## src/rtl/fetch_unit_if.sv

```systemverilog
// Fetch-stage bus: instruction-memory req/rvalid handshake plus the valid/stall path to decode.
// The master modport is the fetch unit; the slave modport is memory/decode/later stages.
interface fetch_unit_if;
  logic        imem_req;
  logic [15:0] imem_addr;
  logic [15:0] imem_rdata;
  logic        imem_rvalid;
  logic [15:0] instr;
  logic [15:0] instr_pc;
  logic [15:0] pc_plus2;
  logic        instr_valid;
  logic        instr_stall;
  logic        redirect;
  logic [15:0] redirect_pc;
  logic        halt;
  logic        halted;

  modport master (
    output imem_req, imem_addr, instr, instr_pc, pc_plus2, instr_valid, halted,
    input  imem_rdata, imem_rvalid, instr_stall, redirect, redirect_pc, halt
  );

  modport slave (
    input  imem_req, imem_addr, instr, instr_pc, pc_plus2, instr_valid, halted,
    output imem_rdata, imem_rvalid, instr_stall, redirect, redirect_pc, halt
  );
endinterface

```

## src/rtl/fetch_unit.sv

```systemverilog
// Instruction fetch stage: owns the PC, single-outstanding imem requests, redirect and halt.
// Define FETCH_PERF_CNT_EN to add saturating perf_instr_cnt / perf_wait_cnt outputs.
module fetch_unit #(
  parameter logic [15:0] RESET_PC = 16'h0000
) (
  input  logic            clk,
  input  logic            rst,
`ifdef FETCH_PERF_CNT_EN
  output logic [15:0]     perf_instr_cnt,
  output logic [15:0]     perf_wait_cnt,
`endif
  fetch_unit_if.master    bus
);

  localparam logic [15:0] ResetPc = RESET_PC & 16'hFFFE;

  typedef enum logic [1:0] {StReq, StWait, StValid, StHalt} state_e;

  state_e      state_q;
  logic [15:0] pc_q;
  logic [15:0] instr_q;
  logic [15:0] instr_pc_q;
  logic [15:0] pc_plus2_q;
  logic        valid_q;
  logic        halted_q;
  logic        squash_q;

  logic        consume;
  logic [15:0] redirect_tgt;

  assign consume      = valid_q & ~bus.instr_stall;
  assign redirect_tgt = bus.redirect_pc & 16'hFFFE;

  assign bus.imem_req    = (state_q == StReq);
  assign bus.imem_addr   = pc_q;
  assign bus.instr       = instr_q;
  assign bus.instr_pc    = instr_pc_q;
  assign bus.pc_plus2    = pc_plus2_q;
  assign bus.instr_valid = valid_q;
  assign bus.halted      = halted_q;

  always_ff @(posedge clk or posedge rst) begin
    if (rst) begin
      state_q    <= StReq;
      pc_q       <= ResetPc;
      instr_q    <= 16'h0000;
      instr_pc_q <= 16'h0000;
      pc_plus2_q <= 16'h0002;
      valid_q    <= 1'b0;
      halted_q   <= 1'b0;
      squash_q   <= 1'b0;
    end else begin
      unique case (state_q)
        StReq: begin
          // The request has already gone out, so a redirect can only mark it for dropping.
          state_q  <= StWait;
          squash_q <= bus.redirect;
          if (bus.redirect) pc_q <= redirect_tgt;
        end
        StWait: begin
          if (bus.redirect) begin
            pc_q <= redirect_tgt;
            if (bus.imem_rvalid) begin
              squash_q <= 1'b0;
              state_q  <= StReq;
            end else begin
              squash_q <= 1'b1;
            end
          end else if (bus.imem_rvalid) begin
            if (squash_q) begin
              squash_q <= 1'b0;
              state_q  <= StReq;
            end else begin
              instr_q    <= bus.imem_rdata;
              instr_pc_q <= pc_q;
              pc_plus2_q <= pc_q + 16'd2;
              pc_q       <= pc_q + 16'd2;
              valid_q    <= 1'b1;
              state_q    <= StValid;
            end
          end
        end
        StValid: begin
          // Redirect beats halt: an HLT alongside a redirect is on the wrong path.
          if (bus.redirect) begin
            pc_q    <= redirect_tgt;
            valid_q <= 1'b0;
            state_q <= StReq;
          end else if (consume) begin
            valid_q <= 1'b0;
            if (bus.halt) begin
              halted_q <= 1'b1;
              state_q  <= StHalt;
            end else begin
              state_q <= StReq;
            end
          end
        end
        StHalt: begin
          state_q <= StHalt;
        end
        default: begin
          state_q <= StReq;
        end
      endcase
    end
  end

`ifdef FETCH_PERF_CNT_EN
  logic [15:0] perf_instr_q;
  logic [15:0] perf_wait_q;

  always_ff @(posedge clk or posedge rst) begin
    if (rst) begin
      perf_instr_q <= 16'h0000;
      perf_wait_q  <= 16'h0000;
    end else if (state_q != StHalt) begin
      if (consume && perf_instr_q != 16'hFFFF) perf_instr_q <= perf_instr_q + 16'd1;
      if (state_q == StWait && perf_wait_q != 16'hFFFF) perf_wait_q <= perf_wait_q + 16'd1;
    end
  end

  assign perf_instr_cnt = perf_instr_q;
  assign perf_wait_cnt  = perf_wait_q;
`endif

endmodule

```

## src/flat_wrapper.sv

```systemverilog
// flat-port wrapper written by rule: the top's interface ports become plain ports
module fetch_unit_flat 
#(
  parameter logic [15:0] RESET_PC = 16'h0000
)
  (clk, rst, bus_imem_req, bus_imem_addr, bus_instr, bus_instr_pc, bus_pc_plus2, bus_instr_valid, bus_halted, bus_imem_rdata, bus_imem_rvalid, bus_instr_stall, bus_redirect, bus_redirect_pc, bus_halt);
  fetch_unit_if bus_i ();
  input  logic clk;
  input  logic rst;
  output wire logic [$bits(bus_i.imem_req)-1:0] bus_imem_req;
  output wire logic [$bits(bus_i.imem_addr)-1:0] bus_imem_addr;
  output wire logic [$bits(bus_i.instr)-1:0] bus_instr;
  output wire logic [$bits(bus_i.instr_pc)-1:0] bus_instr_pc;
  output wire logic [$bits(bus_i.pc_plus2)-1:0] bus_pc_plus2;
  output wire logic [$bits(bus_i.instr_valid)-1:0] bus_instr_valid;
  output wire logic [$bits(bus_i.halted)-1:0] bus_halted;
  input wire logic [$bits(bus_i.imem_rdata)-1:0] bus_imem_rdata;
  input wire logic [$bits(bus_i.imem_rvalid)-1:0] bus_imem_rvalid;
  input wire logic [$bits(bus_i.instr_stall)-1:0] bus_instr_stall;
  input wire logic [$bits(bus_i.redirect)-1:0] bus_redirect;
  input wire logic [$bits(bus_i.redirect_pc)-1:0] bus_redirect_pc;
  input wire logic [$bits(bus_i.halt)-1:0] bus_halt;
  assign bus_imem_req = bus_i.imem_req;
  assign bus_imem_addr = bus_i.imem_addr;
  assign bus_instr = bus_i.instr;
  assign bus_instr_pc = bus_i.instr_pc;
  assign bus_pc_plus2 = bus_i.pc_plus2;
  assign bus_instr_valid = bus_i.instr_valid;
  assign bus_halted = bus_i.halted;
  assign bus_i.imem_rdata = bus_imem_rdata;
  assign bus_i.imem_rvalid = bus_imem_rvalid;
  assign bus_i.instr_stall = bus_instr_stall;
  assign bus_i.redirect = bus_redirect;
  assign bus_i.redirect_pc = bus_redirect_pc;
  assign bus_i.halt = bus_halt;
  fetch_unit #(.RESET_PC(RESET_PC)) u_core (.clk(clk), .rst(rst), .bus(bus_i));
endmodule
```

## config.mk

```make
export PLATFORM = sky130hd
export DESIGN_NAME = fetch_unit_flat
export DESIGN_NICKNAME = d
export VERILOG_FILES = /design/src/rtl/fetch_unit_if.sv /design/src/rtl/fetch_unit.sv /design/src/flat_wrapper.sv
export SDC_FILE = /design/constraint.sdc
export NUM_CORES = 1
export LEC_CHECK = 0
export BUFFER_PORTS_ARGS = -buffer_cell sky130_fd_sc_hd__buf_2
export CAP_MARGIN = 40
export CORE_MARGIN = 5
export CORE_UTILIZATION = 54
export CTS_CLUSTER_SIZE = 8
export DETAILED_ROUTE_END_ITERATION = 8
export PLACE_DENSITY = 0.81
export SLEW_MARGIN = 40
export SYNTH_ARGS = -nofsm -noshare
export SYNTH_HDL_FRONTEND = slang
export SYNTH_SLANG_ARGS = --single-unit
```

## constraint.sdc

```tcl
create_clock -name clk -period 3.5 [get_ports clk]
set_clock_uncertainty 0.2 [all_clocks]
set_input_delay 0.175 -clock clk [delete_from_list [all_inputs] [get_ports clk]]
set_output_delay 0.175 -clock clk [all_outputs]
set_load 0.005 [all_outputs]
```

## Word level (Yosys, flattened, before mapping)

Cells that the tools add are included.

| cells by class | value |
|---|---|
| equal/unequal tests | 10 |
| reductions and logical operators | 11 |
| bitwise operators | 4 |
| muxes and demuxes | 23 |
| add/sub/neg operators | 1 |

Operators by type and width:

| cell | count |
|---|---|
| $mux 16 | 4 |
| $pmux 16 s2 | 1 |
| $add 16x2->16 const B | 1 |
| $mux 2 | 7 |
| $reduce_and 4->1 | 3 |
| $mux 1 | 8 |
| $pmux 2 s4 | 1 |
| $ne 2x2->1 const B | 3 |
| $ne 3x3->1 const B | 2 |
| $reduce_bool 2->1 | 3 |
| $reduce_and 5->1 | 1 |
| $eq 2x2->1 const B | 2 |
| $pmux 1 s2 | 2 |
| $reduce_and 2->1 | 2 |
| $ne 3x2->1 const B | 1 |
| $not 1->1 | 3 |
| $eq 2x1->1 const B | 1 |
| $logic_not 2->1 | 1 |
| $ne 2x1->1 const B | 1 |
| $reduce_or 2->1 | 1 |
| $and 1x1->1 | 1 |

| storage, ports and cells | value |
|---|---|
| register bits | 69 |
| bits of input ports | 38 |

## Depth between registers and ports, before layout

Gate-level depths: netlist of run 1.

| depth | value |
|---|---|
| depth after elaboration | 5 |
| mapped depth | 7 |

## Worst setup path after synthesis of run 1

No wires, ideal clock.

| timing path | value |
|---|---|
| path kind | register to register |
| from | reg u_core.state_q[1] |
| to | reg u_core.pc_plus2_q[10], in the netlist u_core.bus.pc_plus2[10] |
| data required time | 3,231 ps |
| setup slack | 1,766 ps |
| arrival | 1,465 ps |
| library setup time | 69 ps |
| period minus slack after synthesis | 1,734 ps |
| cell stages (with the launch flop) | 6 |
| cell sequence | dfrtp_1 > clkbuf_1 > or3_4 > buf_6 > or3_1 > nand3_1 |

| between the ends | value |
|---|---|
| cells in the longest elaborated chain, start to end | 2 |

RTL lines:

| element | RTL line | RTL |
|---|---|---|
| start, declared | fetch_unit.sv:19 | `state_e state_q;` |
| start signal, assigned | fetch_unit.sv:44 | `state_q <= StReq;` |
| start signal, assigned | fetch_unit.sv:56 | `state_q <= StWait;` |
| start signal, assigned | fetch_unit.sv:65 | `state_q <= StReq;` |
| $eq 2x1->1 | fetch_unit.sv:53 | `unique case (state_q)` |
| $reduce_and 4->1 (no source line) | - |  |
| end signal, assigned | fetch_unit.sv:76 | `pc_plus2_q <= pc_q + 16'd2;` |
| end, declared | fetch_unit.sv:23 | `logic [15:0] pc_plus2_q;` |

No other way between the ends.
A chain may end at the register's enable or synchronous reset.

## Worst setup path in the final report of run 1

| timing path | value |
|---|---|
| from | in bus_halt |
| to | reg u_core.state_q[1] |

| between the ends | value |
|---|---|
| cells in the longest elaborated chain, start to end | 4 |

RTL lines:

| element | RTL line | RTL |
|---|---|---|
| start, declared | flat_wrapper.sv:22 | `input wire logic [$bits(bus_i.halt)-1:0] bus_halt;` |
| $mux 2 | fetch_unit.sv:91 | `if (bus.halt) begin` |
| $mux 2 | fetch_unit.sv:89 | `end else if (consume) begin` |
| $mux 2 | fetch_unit.sv:85 | `if (bus.redirect) begin` |
| $pmux 2 s4 | fetch_unit.sv:53 |  |
| end signal, assigned | fetch_unit.sv:56 |  |
| end signal, assigned | fetch_unit.sv:88 | `state_q <= StReq;` |
| end signal, assigned | fetch_unit.sv:93 | `state_q <= StHalt;` |

No other way between the ends. The select of a mux whose other input is x is not followed.

==> results of run 1 <==
==> sequential cells by signal (all words and copies together), names as in the netlist <==
| name | flops |
|---|---|
| u_core.squash_q | 1 |
| u_core.bus.instr | 16 |
| u_core.state_q | 2 |
| u_core.bus.instr_valid | 1 |
| u_core.bus.instr_pc | 15 |
| u_core.bus.imem_addr | 15 |
| u_core.bus.halted | 1 |
| u_core.bus.pc_plus2 | 15 |
==> layer usage <==
layer  GRT usage, %  vias to the layer above
li1               -                     1388
met1           29.1                     1317
met2           35.4                       87
met3           3.50                       17
met4           11.4                        0
met5              0                        -
==> where the power goes <==
part,total (W),switching (W),internal (W),leakage (nW)
Sequential,0.00147,0.000339,0.00113,0.800
Clock,0.000558,0.000259,0.000300,0.0863
Combinational,0.00124,0.000641,0.000601,1.21
Total,0.00327,0.00124,0.00203,2.09
==> final cells by class <==
class	instances	area (um2)	area share (%)
repair buffers	139	883	21.8
inverters	3	11.3	0.278
clock buffers	12	165	4.07
multi-input cells	248	1250	30.9
flip-flops and latches	66	1650	40.8
well taps	72	90.1	2.22
==> stage by stage <==
step | std cells | utilization [%] | cell area (um2) | setup slack (ns) | hold WS (ns)
2_1_floorplan | 345 | - | 3030 | 1.47 | 0.0804
3_3_place_gp | 492 | 64.3 | 3520 | 1.29 | 0.123
3_5_place_dp | 492 | 64.4 | 3520 | 1.25 | 0.129
4_1_cts | 540 | 74.0 | 4050 | 1.22 | 0.0152
5_1_grt | 540 | 74.1 | 4050 | 1.21 | 0.0334
6_report | 540 | 74.1 | 4050 | 1.31 | 0.0183
==> Yosys cell counts (2+ instances only) <==
cell | count | area share [%]
buf_4 | 3 | 0.74
o21ai_0 | 17 | 2.8
nand3_1 | 22 | 3.6
xor2_1 | 6 | 1.7
or3_1 | 6 | 1.2
buf_1 | 2 | 0.25
o21a_1 | 2 | 0.50
nor3_1 | 3 | 0.50
a2bb2oi_1 | 5 | 1.4
and4_1 | 4 | 1.2
nand2b_1 | 2 | 0.41
nor2_1 | 4 | 0.50
nor3b_1 | 2 | 0.50
nand2_1 | 129 | 16
a32oi_1 | 5 | 1.4
inv_1 | 3 | 0.37
clkbuf_1 | 11 | 1.4
o22ai_1 | 5 | 1.0
and2_1 | 2 | 0.41
nor2b_1 | 2 | 0.41
xnor2_1 | 2 | 0.58
dfrtp_1 | 65 | 54
clkbuf_2 | 2 | 0.33
buf_2 | 9 | 1.5
a31oi_1 | 2 | 0.41
nand4_1 | 5 | 1.0
a21oi_1 | 12 | 2.0
==> logic make-up (layout without fill, tap and decap cells) <==
kind of cell               count (synthesis)  count (layout)  share of synthesized area [%]
adders and majority gates                  1               1                          0.413
AOI/OAI and AO/OA                         50              50                           10.2
and+or+nand+nor                          186             186                           27.4
DFF                                       66              66                           54.6
buffers and inverters                     31             154                           4.92
xor gates and xnor gates                   8               8                           2.32
other                                      1               3                          0.124
==> worst register-to-register path, delay by kind of cell (launching register included) <==
kind | cells | cell delay, ns
flops | 1 | 0.58
simple gates | 4 | 1.33
==> how the worst max path moves through the flow <==
stage	endpoint	cells after the start	slack, ns
floorplan	u_core.bus.halted$_DFFE_PP0P_	1	1.47
global placement	u_core.bus.pc_plus2[13]$_DFFE_PP0P_	5	1.29
detailed placement	u_core.bus.pc_plus2[12]$_DFFE_PP0P_	5	1.25
CTS	u_core.bus.pc_plus2[12]$_DFFE_PP0P_	5	1.22
global route	u_core.bus.pc_plus2[15]$_DFFE_PP0P_	4	1.21
finish	u_core.state_q[1]$_DFFE_PP0P_	6	1.31
==> what timing repair did <==
item,CTS,global route
hold buffers,36,0
hold endpoints to repair,66,0
gates resized for setup,0,0
endpoints found under the setup margin,0,0
==> out/qor.yml, run 1 <==
drt-initial-drc-count: 201
cp-startpoint: "bus_halt"
tightestPinTransition_ns: 0.689
antenna_violations_before_repair: 0
unrepaired_setup_endpoints_after_global_routing: "false"
die-width_um: 84.9
cts.reportedPaths.clkPinSlew_ns: 0.06
cp-start-kind: "input pin"
cp.required_ns: 3.51
routed-wl-met2_um: 3740
relSlewSlack_pct: 54.0
yosys_warnings: 0
clock_insertion_delay_worst_skew_ns: 0.33
num_vias: 2809
syn_area_per_cell_um2: 8.82
total_power_w: 0.00327
routedWlPerCell_um: 14.3
worstHoldEndpoint: "u_core.bus.instr_valid$_DFFE_PP0P_"
timing.rr.end: "u_core.bus.pc_plus2[12]$_DFFE_PP0P_"
power-per-cell-area_nw_per_um2: 807
hold_path.startpoint: "bus_instr_stall"
die-height_um: 84.9
cts_tree: "built"
floorplan.rows: 27
synth.cell_area_um2: 3030
critPathArrivalTime_ns: 2.20
fmax_mhz: 457
path_max_fanout: 2
crit_path_max_incr_delay_ns: 0.58
finalCritPeriodShare_pct: 62.5
htree_levels: 3
cp_top_family: "buffers and inverters"
antenna_violating_nets_post_route: 0
crit_buf_inv: 4
drt_first_pass_iters: 4
final-hold-violation-count: 0
synthDistinctLibCells: 38
slew_viol_final: 0
result_of_the_run: "complete, no violations"
track_usage_pct: 22.1
grt_pass1_vias: 2675
gp_congestion: 0.843
drt-total-wl_um: 7750
seq_area_frac_synth_pct: 54.6
fillCellCount: 432
timing.final.setup_violations: 0
grt_overflow_total: 0
vias_per_cell: 5.20
area.growth.synth_to_final_pct: 33.9
wire_length_of_the_first_global_routing_pass_um: 12700
reg2reg_setup_slack_ns: 1.33
final_nets: 506
crit_path_top_delay_cell: "dlygate4sd3_1"
synth_seq_cells: 66
dpl.hpwl_um: 5020
drcViolationCount: 0
die-area_um2: 7200
pin_count: 105
initial_utilization_pct: 55.3
numClockSinks: 66
cell_depth_of_the_worst_min_delay_path: 4
reg2reg_depth: 4
max_cap_violations: 0
timing.critical_path.mode_cell: "dlygate4sd3_1"
ctsRootBufferMaster: "clkbuf_8"
topRoutingLayerUsed: "met4"
timing.setup.tns_ns: 0
layout.cells.most_common: "nand2_1"
min_period_ns: 2.19
drt-met1-wl_um: 3420
r2r_start: "u_core.state_q[0]$_DFFE_PP0P_"
crit_chain: "dlygate4sd3_1, buf_2, nor3b_1, dlygate4sd3_1, o31ai_1, dlygate4sd3_1"
antenna_cells_inserted: 0
coreArea_um2: 5470
async_reset_ff_share_pct: 100
static-leakage-power_nw: 2.09
number_of_flops_mapped_to_enable_cells_by_yosys: 0
number_of_buffers_added_for_setup_after_cts: 0
layout-drive-gt1-share_pct: 26.1
path_class: "input pin to flop"
hp-class: "input pin to flop"
clock_tree.buffer_depth: 2
grt_max_degree: 59
final_cell_mix: "nand2_1 (129), buf_2 (100), dfrtp_1 (65)"
ys.flop_type: "dfrtp_1"
endpoint_kind_of_the_worst_setup_timing_path: "flop"
netlist_instances: 343
ir_drop_mv: 0.414
met3_length_um: 397
numPortBuffers: 100
cts_made_buffers: 9
Note: power is estimated with default switching activity, not from simulation.
==> inputs of run 2 (changes only) <==
--- a/config.mk
+++ b/config.mk
@@ -8,10 +8,10 @@
 export BUFFER_PORTS_ARGS = -buffer_cell sky130_fd_sc_hd__buf_2
 export CAP_MARGIN = 40
 export CORE_MARGIN = 5
-export CORE_UTILIZATION = 54
+export CORE_UTILIZATION = 50
 export CTS_CLUSTER_SIZE = 8
 export DETAILED_ROUTE_END_ITERATION = 8
-export PLACE_DENSITY = 0.81
+export PLACE_DENSITY = 0.76
 export SLEW_MARGIN = 40
 export SYNTH_ARGS = -nofsm -noshare
 export SYNTH_HDL_FRONTEND = slang
==> constraint.sdc (replaced) <==
create_clock -name clk -period 2.3 [get_ports clk]
set_clock_uncertainty 0.2 [all_clocks]
set_input_delay 0.115 -clock clk [delete_from_list [all_inputs] [get_ports clk]]
set_output_delay 0.115 -clock clk [all_outputs]
set_load 0.005 [all_outputs]
==> out/qor.yml, run 2 (synthesized netlist as in run 1, its figures left out) <==
postLayoutCellArea_um2: 4150  # +2.4%
internal_power_w: 0.00328  # +61%
drt_first_pass_iters: 4  # unchanged
path_max_fanout: 13  # +11
dpl.hpwl_um: 5130  # +2.1%
r2r_start: "u_core.state_q[0]$_DFFE_PP0P_"
topRoutingLayerUsed: "met4"
crit_chain: "dlygate4sd3_1, buf_2, nor4bb_1, nor3_1, a31oi_1, dlygate4sd3_1"
final-hold-violation-count: 0  # unchanged
post_dp_cell_area_um2: 3560  # +0.96%
crit_path_max_incr_delay_ns: 0.58  # about the same
ctsResizeCount: 0  # unchanged
fmax_mhz: 485
static-leakage-power_nw: 2.13  # +1.7%
gp_congestion: 0.741  # -12%
met3_length_um: 447  # +13%
final_nets: 512  # +1.2%
max_cap_violations: 0  # unchanged
ir_drop_mv: 0.730  # +76%
hp-class: "input pin to asynchronous set/reset pin"
p_seq_share_pct: 43.3  # -1.7 points
drt-total-wl_um: 8000  # +3.2%
clock_tree.buffer_depth: 2  # unchanged
worstSetupPathDepth: 6  # unchanged
cp-start-kind: "input pin"
numClockSinks: 66  # unchanged
cts_tree: "built"
placed_cell_count: 498  # +1.2%
layout.cells.most_common: "nand2_1"
routed-wl-met2_um: 4000  # +6.9%
drt-met1-wl_um: 3330  # -2.5%
drt-initial-drc-count: 219  # +9.0%
clock_insertion_delay_worst_skew_ns: 0.33  # about the same
die-width_um: 87.8  # +3.5%
die-height_um: 87.8  # +3.5%
final-instance-count-excl-fill: 551  # +2.0%
reg2reg_setup_slack_ns: 0.32  # -1.01 ns
reg2reg_depth: 4  # unchanged
ctsRootBufferMaster: "clkbuf_8"
comb_power_share_pct: 36.6  # -1.4 points
floorplan.rows: 28  # +3.7%
critPathArrivalTime_ns: 2.13  # -0.07 ns
clk_pwr_share_pct: 20.1  # +3.0 points
unrepaired_setup_endpoints_after_global_routing: "false"
layout-drive-gt1-share_pct: 26.5  # +0.40 points
track_usage_pct: 21.9  # -0.25 points
grt_overflow_total: 0  # unchanged
grt_max_degree: 67  # +14%
coreArea_um2: 5920  # +8.2%
grt_pass1_vias: 2805  # +4.9%
die-area_um2: 7710  # +7.0%
initial_utilization_pct: 51.1  # -4.2 points
number_of_buffers_added_for_setup_after_cts: 0  # unchanged
htree_levels: 3  # unchanged
antenna_violations_before_repair: 0  # unchanged
crit_path_top_delay_cell: "dlygate4sd3_1"
cts_hold_buffers: 39  # +8.3%
finalCritPeriodShare_pct: 89.6
timing.critical_path.mode_cell: "dlygate4sd3_1"
antenna_cells_inserted: 0  # unchanged
num_vias: 2805  # -0.14%
routedWlPerCell_um: 14.5  # +1.2%
path_class: "input pin to flop"
area.growth.synth_to_final_pct: 37.2
vias_per_cell: 5.09  # -2.1%
crit_buf_inv: 3  # -1
antenna_violating_nets_post_route: 0  # unchanged
power.net_switching_w: 0.00189  # +52%
cts_made_buffers: 9  # unchanged
cp_top_family: "buffers and inverters"
cp.required_ns: 2.36  # -1.15 ns
switching_share_pct: 36.5  # -1.3 points
result_of_the_run: "complete, no violations"
timing.rr.end: "u_core.bus.pc_plus2[11]$_DFFE_PP0P_"
pin_count: 105  # unchanged
numPortBuffers: 100  # unchanged
final_cell_mix: "nand2_1 (129), buf_2 (100), dfrtp_1 (65)"
power-per-cell-area_nw_per_um2: 1240  # +54%
wire_length_of_the_first_global_routing_pass_um: 13000  # +2.4%
timing.final.setup_violations: 0  # unchanged
min_period_ns: 2.06
endpoint_kind_of_the_worst_setup_timing_path: "flop"
timing.setup.tns_ns: 0  # unchanged
cts.reportedPaths.clkPinSlew_ns: 0.07  # about the same
largest_reg_flops: 16  # unchanged
slew_viol_final: 0  # unchanged
drcViolationCount: 0  # unchanged
-- run 2: cell type report --
| type | count | area [um2] |
|---|---|---|
| Fill cell | 458 | 1770 |
| Sequential cell | 66 | 1650 |
| Multi-Input combinational cell | 248 | 1240 |
| Timing Repair Buffer | 145 | 948 |
| Clock buffer | 11 | 141 |
| Tap cell | 75 | 93.8 |
| Clock inverter | 3 | 65.1 |
| Inverter | 3 | 11.3 |
-- run 2: per-stage QoR --
step           hold slack (ns)  power [W]  setup slack (ns)  utilization [%]
2_1_floorplan           0.0204    0.00325             0.332                -
3_3_place_gp            0.0107    0.00398             0.355             60.1
3_5_place_dp            0.0162    0.00408             0.313             60.1
4_1_cts                  0.205    0.00520             0.296             70.1
5_1_grt                  0.235    0.00561             0.166             70.1
6_report                 0.187    0.00517             0.239             70.1
-- run 2: worst max-delay path by stage --
stage                     slack, ns                           from                                   to
final                          0.24                   bus_redirect        u_core.state_q[0]$_DFFE_PP0P_
after global placement         0.36  u_core.state_q[0]$_DFFE_PP0P_  u_core.bus.pc_plus2[13]$_DFFE_PP0P_
after global routing           0.17                   bus_redirect        u_core.state_q[0]$_DFFE_PP0P_
after detailed placement       0.31  u_core.state_q[0]$_DFFE_PP0P_   u_core.bus.pc_plus2[6]$_DFFE_PP0P_
after floorplan                0.33                            rst        u_core.bus.halted$_DFFE_PP0P_
after CTS                      0.30                   bus_redirect   u_core.bus.pc_plus2[6]$_DFFE_PP0P_
-- run 2: tightest hold or removal path: stages --
cell and delay, ns:
dlygate4sd3_1 0.53, buf_2 0.12, inv_2 0.06, buf_12 0.29
-- run 2: power by group through the flow --
| stage | Combinational (W) | Clock (W) | Sequential (W) |
|---|---|---|---|
| floorplan | 0.00110 | 0 | 0.00215 |
| global placement | 0.00177 | 0 | 0.00221 |
| detailed placement | 0.00184 | 0 | 0.00224 |
| CTS | 0.00191 | 0.00106 | 0.00223 |
| global route | 0.00217 | 0.00112 | 0.00233 |
| finish | 0.00189 | 0.00104 | 0.00224 |
-- run 2: per-layer routing --
| layer | global-route usage [%] | up-vias |
|---|---|---|
| li1 | - | 1399 |
| met1 | 26.6 | 1302 |
| met2 | 36.6 | 87 |
| met3 | 4.80 | 17 |
| met4 | 10.9 | 0 |
| met5 | 0 | - |
==> inputs of run 3 (changes only) <==
--- a/config.mk
+++ b/config.mk
@@ -11,7 +11,8 @@
 export CORE_UTILIZATION = 50
 export CTS_CLUSTER_SIZE = 8
 export DETAILED_ROUTE_END_ITERATION = 8
-export PLACE_DENSITY = 0.76
+export PLACE_DENSITY = 0.79
+export RECOVER_POWER = 100
 export SLEW_MARGIN = 40
 export SYNTH_ARGS = -nofsm -noshare
 export SYNTH_HDL_FRONTEND = slang
==> out/qor.yml, run 3 (synthesized netlist as in run 1, its figures left out) <==
fmax_mhz: 498  # +2.5%
die-area_um2: 7710  # unchanged
static-leakage-power_nw: 2.03  # -4.8%
crit_chain: "dlygate4sd3_1, buf_2, nand2b_4, or3_4, or3_1, nand3_1"
drt_first_pass_iters: 4  # unchanged
layout.cells.most_common: "nand2_1"
cts.reportedPaths.clkPinSlew_ns: 0.07  # about the same
finalCritPeriodShare_pct: 87.4  # -2.2 points
worstSetupPathDepth: 6  # unchanged
endpoint_kind_of_the_worst_setup_timing_path: "flop"
drcViolationCount: 0  # unchanged
num_vias: 2849  # +1.6%
max_cap_violations: 0  # unchanged
numClockSinks: 66  # unchanged
postLayoutCellArea_um2: 4090  # -1.5%
antenna_violating_nets_post_route: 0  # unchanged
antenna_cells_inserted: 0  # unchanged
ctsRootBufferMaster: "clkbuf_8"
final-instance-count-excl-fill: 555  # +0.73%
fillCellCount: 498  # +8.7%
cp.required_ns: 2.36  # about the same
path_class: "input pin to flop"
cell_depth_of_the_worst_min_delay_path: 2
clock_insertion_delay_worst_skew_ns: 0.33  # about the same
htree_levels: 3  # unchanged
hold_path.startpoint: "u_core.bus.instr_pc[8]$_DFFE_PP0P_"
cts_tree: "built"
initial_utilization_pct: 51.1  # unchanged
cts_made_buffers: 9  # unchanged
final-hold-violation-count: 0  # unchanged
min_period_ns: 2.01  # -0.0511 ns
cp_top_family: "simple AND/OR/NAND/NOR gates"
placed_cell_count: 500  # +0.40%
drt-total-wl_um: 7980  # -0.29%
grt_max_degree: 28  # -58%
final_nets: 514  # +0.39%
floorplan.rows: 28  # unchanged
p_seq_share_pct: 44.6  # +1.3 points
area.growth.synth_to_final_pct: 35.1
switching_share_pct: 37.7  # +1.2 points
grt_pass1_vias: 2755  # -1.8%
wire_length_of_the_first_global_routing_pass_um: 13200  # +1.4%
ctsResizeCount: 0  # unchanged
relSlewSlack_pct: 47.0
track_usage_pct: 22.3  # +0.45 points
vias_per_cell: 5.13  # +0.84%
tightestPinTransition_ns: 0.794
timing.setup.tns_ns: 0  # unchanged
timing.final.setup_violations: 0  # unchanged
r2r_start: "u_core.state_q[0]$_DFFE_PP0P_"
critPathArrivalTime_ns: 2.07  # -0.06 ns
layout-drive-gt1-share_pct: 19.4  # -7.1 points
crit_path_top_delay_cell: "dlygate4sd3_1"
grt_overflow_total: 0  # unchanged
die-width_um: 87.8  # unchanged
dpl.hpwl_um: 5360  # +4.6%
total_power_w: 0.00503  # -2.6%
power-per-cell-area_nw_per_um2: 1230  # -1.1%
slew_viol_final: 0  # unchanged
antenna_violations_before_repair: 0  # unchanged
drt-initial-drc-count: 200  # -8.7%
crit_path_max_incr_delay_ns: 0.55  # -0.03 ns
die-height_um: 87.8  # unchanged
clock_tree.buffer_depth: 2  # unchanged
ir_drop_mv: 0.703  # -3.8%
crit_buf_inv: 2  # -1
unrepaired_setup_endpoints_after_global_routing: "false"
internal_power_w: 0.00313  # -4.4%
clk_pwr_share_pct: 19.3  # -0.8 points
coreArea_um2: 5920  # unchanged
gp_congestion: 0.761  # +2.7%
cp-start-kind: "input pin"
numPortBuffers: 100  # unchanged
cp-startpoint: "bus_redirect"
post_dp_cell_area_um2: 3560  # about the same
path_max_fanout: 24  # +11
largest_reg_flops: 16  # unchanged
pin_count: 105  # unchanged
comb_power_share_pct: 36.1  # -0.5 points
power.net_switching_w: 0.00190  # +0.54%
reg2reg_depth: 5  # +1
finalHoldWorstSlack_ns: 0.268  # +0.0813 ns
final_cell_mix: "nand2_1 (129), buf_2 (70), dfrtp_1 (65)"
result_of_the_run: "complete, no violations"
hp-class: "flop to flop"
routedWlPerCell_um: 14.4  # -1.0%
-- run 3: path summary, 6_finish.rpt --
check                                                            end  slack (ns)
worst min-delay path              u_core.bus.instr_pc[8]$_DFFE_PP0P_        0.27
min in group asynchronous            u_core.bus.instr[7]$_DFFE_PP0P_        0.28
worst min register to register    u_core.bus.instr_pc[8]$_DFFE_PP0P_        0.27
worst max register to register   u_core.bus.imem_addr[7]$_DFFE_PP0P_        0.29
worst max-delay path             u_core.bus.pc_plus2[12]$_DFFE_PP0P_        0.29
max in group asynchronous       u_core.bus.imem_addr[10]$_DFFE_PP0P_        0.53
-- run 3: tightest hold or removal path: cells and delay by family (launching register included) --
family,cells,cell delay [ns]
and+or+nand+nor,2,0.10
DFF,1,0.34
-- run 3: timing repair --
item / 4_1_cts / 5_1_grt
hold endpoints to repair: 56 / 0
buffers inserted: 0 / 0
hold buffers: 39 / 0
-- run 3: metrics by stage --
stage,utilization [%],worst slack (ns)
floorplan,-,0.332
global placement,60.1,0.372
detailed placement,60.1,0.341
CTS,70.0,0.329
global route,69.1,0.0969
finish,69.1,0.290
-- run 3: final cells by class --
| type | instances | area, um2 | share of cell area [%] |
|---|---|---|---|
| clock inverters | 2 | 35.0 | 0.857 |
| flip-flops and latches | 66 | 1650 | 40.4 |
| repair buffers | 147 | 898 | 22.0 |
| multi-input cells | 248 | 1230 | 30.2 |
| well taps | 75 | 93.8 | 2.29 |
| inverters | 3 | 11.3 | 0.275 |
| clock buffers | 14 | 163 | 3.98 |
-- run 3: power groups by stage --
stage | clock network [W] | registers [W] | logic (W)
final | 0.000969 | 0.00225 | 0.00182
after global routing | 0.00105 | 0.00234 | 0.00208
after global placement | 0 | 0.00222 | 0.00177
after floorplan | 0 | 0.00215 | 0.00110
after CTS | 0.000999 | 0.00223 | 0.00192
after detailed placement | 0 | 0.00225 | 0.00184
-- run 3: metal layers --
layer | vias to the layer above | track usage, % | share of wire (%)
met4 | 0 | 10.6 | 2.2
met3 | 16 | 4.05 | 5.7
met2 | 83 | 36.1 | 50
li1 | 1406 | - | -
met1 | 1344 | 29.0 | 42
met5 | - | 0 | 0
